===== config.mk =====
export PLATFORM = sky130hd
export DESIGN_NAME = memory_parity_check_flat
export DESIGN_NICKNAME = d
export VERILOG_FILES = /design/src/rtl/memory_parity_check_if.sv /design/src/rtl/memory_parity_check.sv /design/src/flat_wrapper.sv
export SDC_FILE = /design/constraint.sdc
export NUM_CORES = 1
export LEC_CHECK = 0
export CAP_MARGIN = 20
export CORE_MARGIN = 3
export CORE_UTILIZATION = 40
export CTS_CLUSTER_SIZE = 24
export DETAILED_ROUTE_END_ITERATION = 8
export PLACE_DENSITY = 0.66
export SETUP_SLACK_MARGIN = 0.1
export SLEW_MARGIN = 20
export SYNTH_ARGS = -nofsm -noshare
export SYNTH_HDL_FRONTEND = slang
export SYNTH_SLANG_ARGS = --single-unit

===== constraint.sdc =====
create_clock -name clk -period 4.9 [get_ports clk]
set_input_delay 0.98 -clock clk [delete_from_list [all_inputs] [get_ports clk]]
set_output_delay 0.98 -clock clk [all_outputs]
set_load 0.01 [all_outputs]

===== src/rtl/memory_parity_check_if.sv =====
// Bus bundle for the duplex memory parity checker: both buffer registers, the
// sample/clear controls and every result the checker reports back.
interface memory_parity_check_if #(
  parameter int CNT_W = 4
);
  logic [14:1]      bra;
  logic [14:1]      brb;
  logic             syls;
  logic             errclr;
  logic [13:1]      data;
  logic             valid;
  logic             perra;
  logic             perrb;
  logic             disag;
  logic             derr;
  logic [1:0]       chst;
  logic [CNT_W-1:0] errcnt;

  modport master (
    output bra, brb, syls, errclr,
    input  data, valid, perra, perrb, disag, derr, chst, errcnt
  );

  modport slave (
    input  bra, brb, syls, errclr,
    output data, valid, perra, perrb, disag, derr, chst, errcnt
  );
endinterface


===== src/rtl/memory_parity_check.sv =====
// Duplex memory parity checker: two-stage pipeline that checks both channels,
// picks a usable word and tracks channel health. PARITY_ERRCNT_EN builds the error counter.
module memory_parity_check #(
  parameter int PAR_ODD = 1,
  parameter int CNT_W   = 4
) (
  input logic clk,
  input logic reset,
  memory_parity_check_if.slave bus
);

  localparam logic [1:0] BOTH_OK = 2'd0;
  localparam logic [1:0] A_ONLY  = 2'd1;
  localparam logic [1:0] B_ONLY  = 2'd2;
  localparam logic [1:0] FAILED  = 2'd3;

  localparam logic ODD = (PAR_ODD != 0);

  logic [14:1] s1_a;
  logic [14:1] s1_b;
  logic        s1_vld;

  logic [13:1] data_q;
  logic        valid_q;
  logic        perra_q;
  logic        perrb_q;
  logic        disag_q;
  logic        derr_q;
  logic [1:0]  chst_q;

  logic        a_good;
  logic        b_good;
  logic        a_use;
  logic        b_use;
  logic [1:0]  base_st;
  logic [1:0]  next_st;
  logic [13:1] sel_data;
  logic        sel_derr;

  // Stage 1: capture both buffer registers whenever the strobe is present.
  always_ff @(posedge clk) begin
    if (reset) begin
      s1_vld <= 1'b0;
      s1_a   <= '0;
      s1_b   <= '0;
    end else begin
      s1_vld <= bus.syls;
      if (bus.syls) begin
        s1_a <= bus.bra;
        s1_b <= bus.brb;
      end
    end
  end

  assign a_good = ((^s1_a) == ODD);
  assign b_good = ((^s1_b) == ODD);

  // A coincident clear acts first, so selection and transitions start from BOTH_OK.
  always_comb begin
    base_st = bus.errclr ? BOTH_OK : chst_q;
    a_use   = a_good && ((base_st == BOTH_OK) || (base_st == A_ONLY));
    b_use   = b_good && ((base_st == BOTH_OK) || (base_st == B_ONLY));
    next_st = base_st;
    case (base_st)
      BOTH_OK: begin
        if (!a_good && !b_good) next_st = FAILED;
        else if (!a_good)       next_st = B_ONLY;
        else if (!b_good)       next_st = A_ONLY;
      end
      A_ONLY:  if (!a_good) next_st = FAILED;
      B_ONLY:  if (!b_good) next_st = FAILED;
      default: next_st = FAILED;
    endcase
    sel_data = (b_use && !a_use) ? s1_b[13:1] : s1_a[13:1];
    sel_derr = !a_use && !b_use;
  end

  // Stage 2: later assignments to the sticky flags override the clear above them.
  always_ff @(posedge clk) begin
    if (reset) begin
      data_q  <= '0;
      valid_q <= 1'b0;
      perra_q <= 1'b0;
      perrb_q <= 1'b0;
      disag_q <= 1'b0;
      derr_q  <= 1'b0;
      chst_q  <= BOTH_OK;
    end else begin
      valid_q <= s1_vld;
      derr_q  <= 1'b0;
      if (bus.errclr) begin
        perra_q <= 1'b0;
        perrb_q <= 1'b0;
        disag_q <= 1'b0;
        chst_q  <= BOTH_OK;
      end
      if (s1_vld) begin
        data_q <= sel_data;
        derr_q <= sel_derr;
        chst_q <= next_st;
        if (!a_good) perra_q <= 1'b1;
        if (!b_good) perrb_q <= 1'b1;
        if (a_good && b_good && (s1_a[13:1] != s1_b[13:1])) disag_q <= 1'b1;
      end
    end
  end

`ifdef PARITY_ERRCNT_EN
  logic [CNT_W-1:0] errcnt_q;

  // Counts samples with a parity error on either channel, sticking at all-ones.
  always_ff @(posedge clk) begin
    if (reset) begin
      errcnt_q <= '0;
    end else if (s1_vld && (!a_good || !b_good) && (errcnt_q != {CNT_W{1'b1}})) begin
      errcnt_q <= errcnt_q + 1'b1;
    end
  end

  assign bus.errcnt = errcnt_q;
`else
  assign bus.errcnt = {CNT_W{1'b0}};
`endif

  assign bus.data  = data_q;
  assign bus.valid = valid_q;
  assign bus.perra = perra_q;
  assign bus.perrb = perrb_q;
  assign bus.disag = disag_q;
  assign bus.derr  = derr_q;
  assign bus.chst  = chst_q;

endmodule


===== src/flat_wrapper.sv =====
// flat-port wrapper written by rule: the top's interface ports become plain ports
module memory_parity_check_flat 
#(
  parameter int PAR_ODD = 1,
  parameter int CNT_W   = 4
)
  (clk, reset, bus_bra, bus_brb, bus_syls, bus_errclr, bus_data, bus_valid, bus_perra, bus_perrb, bus_disag, bus_derr, bus_chst, bus_errcnt);
  memory_parity_check_if #(.CNT_W(CNT_W)) bus_i ();
  input logic clk;
  input logic reset;
  input wire logic [$bits(bus_i.bra)-1:0] bus_bra;
  input wire logic [$bits(bus_i.brb)-1:0] bus_brb;
  input wire logic [$bits(bus_i.syls)-1:0] bus_syls;
  input wire logic [$bits(bus_i.errclr)-1:0] bus_errclr;
  output wire logic [$bits(bus_i.data)-1:0] bus_data;
  output wire logic [$bits(bus_i.valid)-1:0] bus_valid;
  output wire logic [$bits(bus_i.perra)-1:0] bus_perra;
  output wire logic [$bits(bus_i.perrb)-1:0] bus_perrb;
  output wire logic [$bits(bus_i.disag)-1:0] bus_disag;
  output wire logic [$bits(bus_i.derr)-1:0] bus_derr;
  output wire logic [$bits(bus_i.chst)-1:0] bus_chst;
  output wire logic [$bits(bus_i.errcnt)-1:0] bus_errcnt;
  assign bus_i.bra = bus_bra;
  assign bus_i.brb = bus_brb;
  assign bus_i.syls = bus_syls;
  assign bus_i.errclr = bus_errclr;
  assign bus_data = bus_i.data;
  assign bus_valid = bus_i.valid;
  assign bus_perra = bus_i.perra;
  assign bus_perrb = bus_i.perrb;
  assign bus_disag = bus_i.disag;
  assign bus_derr = bus_i.derr;
  assign bus_chst = bus_i.chst;
  assign bus_errcnt = bus_i.errcnt;
  memory_parity_check #(.PAR_ODD(PAR_ODD), .CNT_W(CNT_W)) u_core (.clk(clk), .reset(reset), .bus(bus_i));
endmodule

==> metrics.yaml, run 1 <==
worst_setup_path:
  reg2reg_slack_ns: 2.32
  critPathKind: "in -> reg"
  reg2regPathDepth: 5
  crit_path_max_incr_delay_ns: 0.70
  r2r-start: "u_core.s1_a[7]"
  critPathMaxFanout: 14
  cp.depth: 4
  critPathSlowestCell: "nor2b_1"
  critPathRequiredTime_ns: 5.06
  crit_family: "simple AND/OR/NAND/NOR gates"
  rr_endpoint: "u_core.bus.data[10]"
  worst-path-buf-inv: 1
  path_cells: "clkdlybuf4s50_1, nor2b_1, a211o_1, a211oi_1"
  startpoint: "bus_errclr"
  cp-end-kind: "flop"
  crit_arrival_ns: 2.77
  critPathLaunchType: "primary input"
synthesis:
  ys_ff_latch: 49
  synth_cell_type_count: 30
  synthArstFlopShare: 0
  syn_avg_cell_area_um2: 9.83
  ys_warn_count: 0
  synthMuxAreaShare: 0.114
  synth.top_cell.area_share: 0.399
  synth_edf_count: 0
  synth_compound_area_frac: 0.153
  ys_seq_area_frac: 0.399
  syn_inst: 250
  syn_area_mm2: 0.00246
  synth.area.top_cells: "dfxtp_1, mux2i_1, xnor2_1, nor2_1, a2111oi_0"
  synth_xor_area_frac: 0.148
  synth_top_family_by_area: "compound AO/OA/AOI/OAI gates"
  ys.flop_type: "dfxtp_1"
  synthSimpleGateAreaFrac: 0.143
  synthAdderAreaFrac: 0
  synth_area_leader_cell: "dfxtp_1"
floorplan:
  fp-row-count: 27
  io_pins: 56
  die_h_um: 84.4
  start_util: 0.430
  die_area_mm2: 0.00712
  die_x_um: 84.4
  coreArea_mm2: 0.00571
grt:
  grt_busiest_layer: "met2"
  grt_overflow_total: 0
  met3_usage: 0.0422
  grt_max_degree: 41
  met2_usage: 0.236
  use_met1: 0.207
  grt_pass1_wl_um: 8800
  antenna_found_initial: 0
  grt_pass1_vias: 1775
  track_usage: 0.152
clock_network:
  post-cts-setup-buffers: 0
  root_buffer: "clkbuf_8"
  cts_buffers: 5
  cts.sinks: 49
  clockBufferDepth: 2
  insertion_delay_ns: 0.30
  ctsHoldBuffers: 0
  path_clk_slew_ns: 0.08
  htree_levels: 2
  cts_tree: "built"
  cts_resized: 0
layout:
  instances_no_fill: 367
  syn_to_final_growth_pct: 27.2
  design_area_mm2: 0.00313
  num-nets-final: 326
  drive_gt1_frac: 0.0441
  antennaDiodeCount: 0
  final_util: 0.548
timing:
  maxSlewHeadroom: 0.430
  hold_ws_ns: 0.456
  timing.final.ws_setup_ns: 2.30
  finalClockSkew_ns: 0.00809
  tightest_slew_ns: 0.854
  hold_viol_final: 0
  min_period_ns: 2.60
  setup_viol: 0
  rsz0062_at_grt: "false"
  tns_ns: 0
  fmaxAchievable_mhz: 384
  final-max-slew-violation-count: 0
  fin_crit_sh: 0.531
pwr:
  finalPower_mw: 1.15
  power-per-cell-area_mw_per_mm2: 368
  vdd_ir_drop_max_mv: 0.231
  leakage_nw: 1.29
place:
  hpwl_um: 3810
  post-place-ws_ns: 2.03
  gp_congestion: 0.818
  port_buffers: 51
  dpl_cell_area_mm2: 0.00299
  placed_cells: 359
routing:
  drt_iter0_drc: 126
  ant_nets: 0
  drc: 0
  vias: 1840
  viasPerCell: 5.01
  first_pass_iters: 4
  route.detailed.wl_per_inst_um: 14.2
  routed_wl_um: 5200
hold_path:
  hold_start: "u_core.bus.perrb"
  hold_depth: 1
  worst_hold_path_type: "reg -> reg"
  min_to: "u_core.bus.perrb"
status:
  status: "finished, final reports clean"
run:
  drv_cap: 0
[flip-flops by register name, indices dropped and copies added (netlist names)]
register and flops:
u_core.bus.chst 2, u_core.bus.data 13, u_core.bus.derr 1, u_core.bus.disag 1
u_core.bus.perra 1, u_core.bus.perrb 1, u_core.bus.valid 1, u_core.s1_a 14
u_core.s1_b 14, u_core.s1_vld 1
[worst max-delay path by stage]
stage / endpoint / slack [ns]
CTS: u_core.bus.data[11] / 2.32
floorplan: u_core.s1_a[10] / 2.64
detailed placement: u_core.bus.data[3] / 2.03
finish: u_core.bus.data[10] / 2.30
global route: u_core.bus.data[6] / 2.14
global placement: u_core.bus.data[13] / 2.05
[synth_stat cells (all sizes together) (5+ instances only)]
master and instances:
o21bai 13, nand2b 15, mux2i 28, a211oi 13
xor2 5, nor2 31, buf 8, dfxtp 49
xnor2 26, a2111oi 14, nor2b 16, clkbuf 12
[cell families after synthesis]
group,Yosys count
AO/OA/AOI/OAI,47
XOR/XNOR,35
buffers and inverters,21
flip-flops,49
multiplexers,28
other,1
AND/OR/NAND/NOR,69
[where the power goes]
part / switching (mW) / internal (mW)
clock: 0.131 / 0.203
sequential: 0.0327 / 0.435
combinational: 0.180 / 0.169
total: 0.343 / 0.807
[cells in the final DEF (no fill, tap or decap)]
| cell | synthesis | layout |
|---|---|---|
| bufinv_16 | 0 | 2 |
| a211o_1 | 1 | 1 |
| a2111oi_2 | 1 | 1 |
| a211oi_1 | 13 | 13 |
| and2_1 | 1 | 1 |
| a21o_1 | 4 | 4 |
| mux2i_1 | 28 | 28 |
| clkbuf_8 | 0 | 5 |
| xor2_1 | 5 | 5 |
| nand2b_1 | 15 | 15 |
| clkdlybuf4s50_1 | 0 | 51 |
| xnor3_1 | 3 | 3 |
| buf_4 | 4 | 3 |
| inv_1 | 1 | 1 |
| nor2_1 | 31 | 31 |
| nand4_1 | 1 | 1 |
| nor2b_1 | 16 | 16 |
| o311ai_0 | 1 | 1 |
| xnor2_1 | 26 | 26 |
| conb_1 | 1 | 4 |
| o21bai_1 | 13 | 13 |
| clkinv_2 | 0 | 1 |
| o21ai_0 | 1 | 1 |
| nand3_1 | 2 | 2 |
| dfxtp_1 | 49 | 49 |
| nand2_1 | 1 | 1 |
| nor4_1 | 1 | 1 |
| or2b_1 | 1 | 1 |
| xnor3_2 | 1 | 1 |
| a2111oi_0 | 13 | 13 |
[per-layer routing]
metal | routed length, um | share of wire
met5 | 0 | 0
met4 | 48 | 0.0092
met3 | 290 | 0.056
met2 | 2280 | 0.44
met1 | 2580 | 0.50
[cell type report]
class | count | area (um^2)
multi-input combinational | 183 | 1390
timing repair buffer | 54 | 533
fill | 536 | 2580
inverter | 1 | 3.75
sequential | 49 | 981
clock buffer | 5 | 68.8
tap | 72 | 90.1
clock inverter | 3 | 65.1
Note: power is estimated with default switching activity, not from simulation.
==> run 2: changes to the inputs <==
clock period = 2.6 ns   (was 4.9 ns; I/O delays follow)
==> metrics.yaml, run 2 (synthesis results as in run 1) <==
worst_setup_path:
  crit_arrival_ns: 2.48
  crit_path_max_incr_delay_ns: 0.48
  critPathRequiredTime_ns: 2.80
  critPathMaxFanout: 18
  crit_family: "XOR/XNOR gates"
  critPathSlowestCell: "a211o_2"
  worst-path-buf-inv: 0
  cp-end-kind: "flop"
  critPathLaunchType: "flop"
  critPathKind: "reg -> reg"
  path_cells: "xnor2_1, xnor3_1, xnor3_2, a211o_2, a211oi_1"
clock_network:
  clockBufferDepth: 2
  path_clk_slew_ns: 0.08
  cts_buffers: 5
  insertion_delay_ns: 0.30
  cts_tree: "built"
  ctsHoldBuffers: 0
  cts.sinks: 49
  root_buffer: "clkbuf_8"
  htree_levels: 2
  post-cts-setup-buffers: 0
layout:
  design_area_mm2: 0.00311
  num-nets-final: 329
  multi_input_area_mm2: 0.00139
  seq_area_um2: 981
  drive_gt1_frac: 0.0539
  instances_no_fill: 369
  fillers: 558
  layout_commonest_cell: "clkdlybuf4s50_1"
  final_util: 0.544
  syn_to_final_growth_pct: 26.4
  antennaDiodeCount: 0
  layout_common_cells: "clkdlybuf4s50_1, dfxtp_1, nor2_1"
floorplan:
  io_pins: 56
  fp-row-count: 27
  die_area_mm2: 0.00712
  die_h_um: 84.4
  die_x_um: 84.4
  coreArea_mm2: 0.00571
  start_util: 0.430
pwr:
  power-per-cell-area_mw_per_mm2: 640
  vdd_ir_drop_max_mv: 0.394
  leakage_nw: 1.28
grt:
  grt_max_degree: 41
  grt_overflow_total: 0
  track_usage: 0.156
  grt_pass1_wl_um: 8940
  grt_pass1_vias: 1808
  antenna_found_initial: 0
timing:
  min_period_ns: 2.28
  fin_crit_sh: 0.878
  hold_ws_ns: 0.452
  tns_ns: 0
  setup_viol: 0
  tightest_slew_ns: 0.820
  hold_viol_final: 0
  rsz0062_at_grt: "false"
  fmaxAchievable_mhz: 438
  finalClockSkew_ns: 0.00521
  final-max-slew-violation-count: 0
  maxSlewHeadroom: 0.452
routing:
  route.detailed.wl_per_inst_um: 14.4
  routed_wl_um: 5320
  first_pass_iters: 4
  viasPerCell: 5.02
  ant_nets: 0
  vias: 1853
  drc: 0
  drt_iter0_drc: 117
run:
  drv_cap: 0
place:
  gp_congestion: 0.764
  port_buffers: 51
  dpl_cell_area_mm2: 0.00302
  hpwl_um: 3930
  placed_cells: 362
hold_path:
  worst_hold_path_type: "reg -> reg"
status:
  status: "finished, final reports clean"
run 2: where the power goes:
part | internal (mW) | total (mW) | switching [mW]
Clock | 0.211 | 0.444 | 0.233
Combinational | 0.323 | 0.663 | 0.340
Sequential | 0.820 | 0.879 | 0.0593
Total | 1.35 | 1.99 | 0.632
run 2: worst paths after layout:
path | from | end | slack [ns] | depth (start not counted)
worst max-delay path | u_core.s1_b[7] | u_core.bus.data[8] | 0.32 | 5
worst min-delay path | u_core.bus.perrb | u_core.bus.perrb | 0.45 | 1
worst max register to register | u_core.s1_b[7] | u_core.bus.data[8] | 0.32 | 5
worst min register to register | u_core.bus.perrb | u_core.bus.perrb | 0.45 | 1
run 2: cell type report:
type	count	share of cell area
clock buffers	7	0.0278
inverters	1	0.00121
multi-input cells	183	0.447
flip-flops and latches	49	0.316
well taps	72	0.0290
repair buffers	57	0.179
run 2: repair_timing:
action | in CTS | in global routing
gates resized for setup | 1 | 2
pin swaps | 0 | 2
endpoints found under the setup margin | 1 | 14
gates cloned | 0 | 0
endpoints found under the hold margin | 0 | 0
run 2: through the flow:
stage               power, mW  worst slack, ns
floorplan                1.36            0.513
global placement         1.55            0.193
detailed placement       1.56            0.141
CTS                      2.01            0.134
global route             2.11            0.183
finish                   1.99            0.318
run 2: worst reg2reg max path: stages (launching register included):
cell	delay [ns]
dfxtp_1	0.46
xnor2_1	0.15
xnor3_1	0.44
xnor3_2	0.39
a211o_2	0.48
a211oi_1	0.27
run 2: routing by layer:
layer | wire length [um] | part of all wire | track usage | vias up
met1 | 2610 | 0.49 | 0.215 | 850
met4 | 58 | 0.011 | 0.0432 | 0
met3 | 260 | 0.049 | 0.0402 | 4
met5 | 0 | 0 | 0 | -
li1 | - | - | - | 955
met2 | 2400 | 0.45 | 0.243 | 44
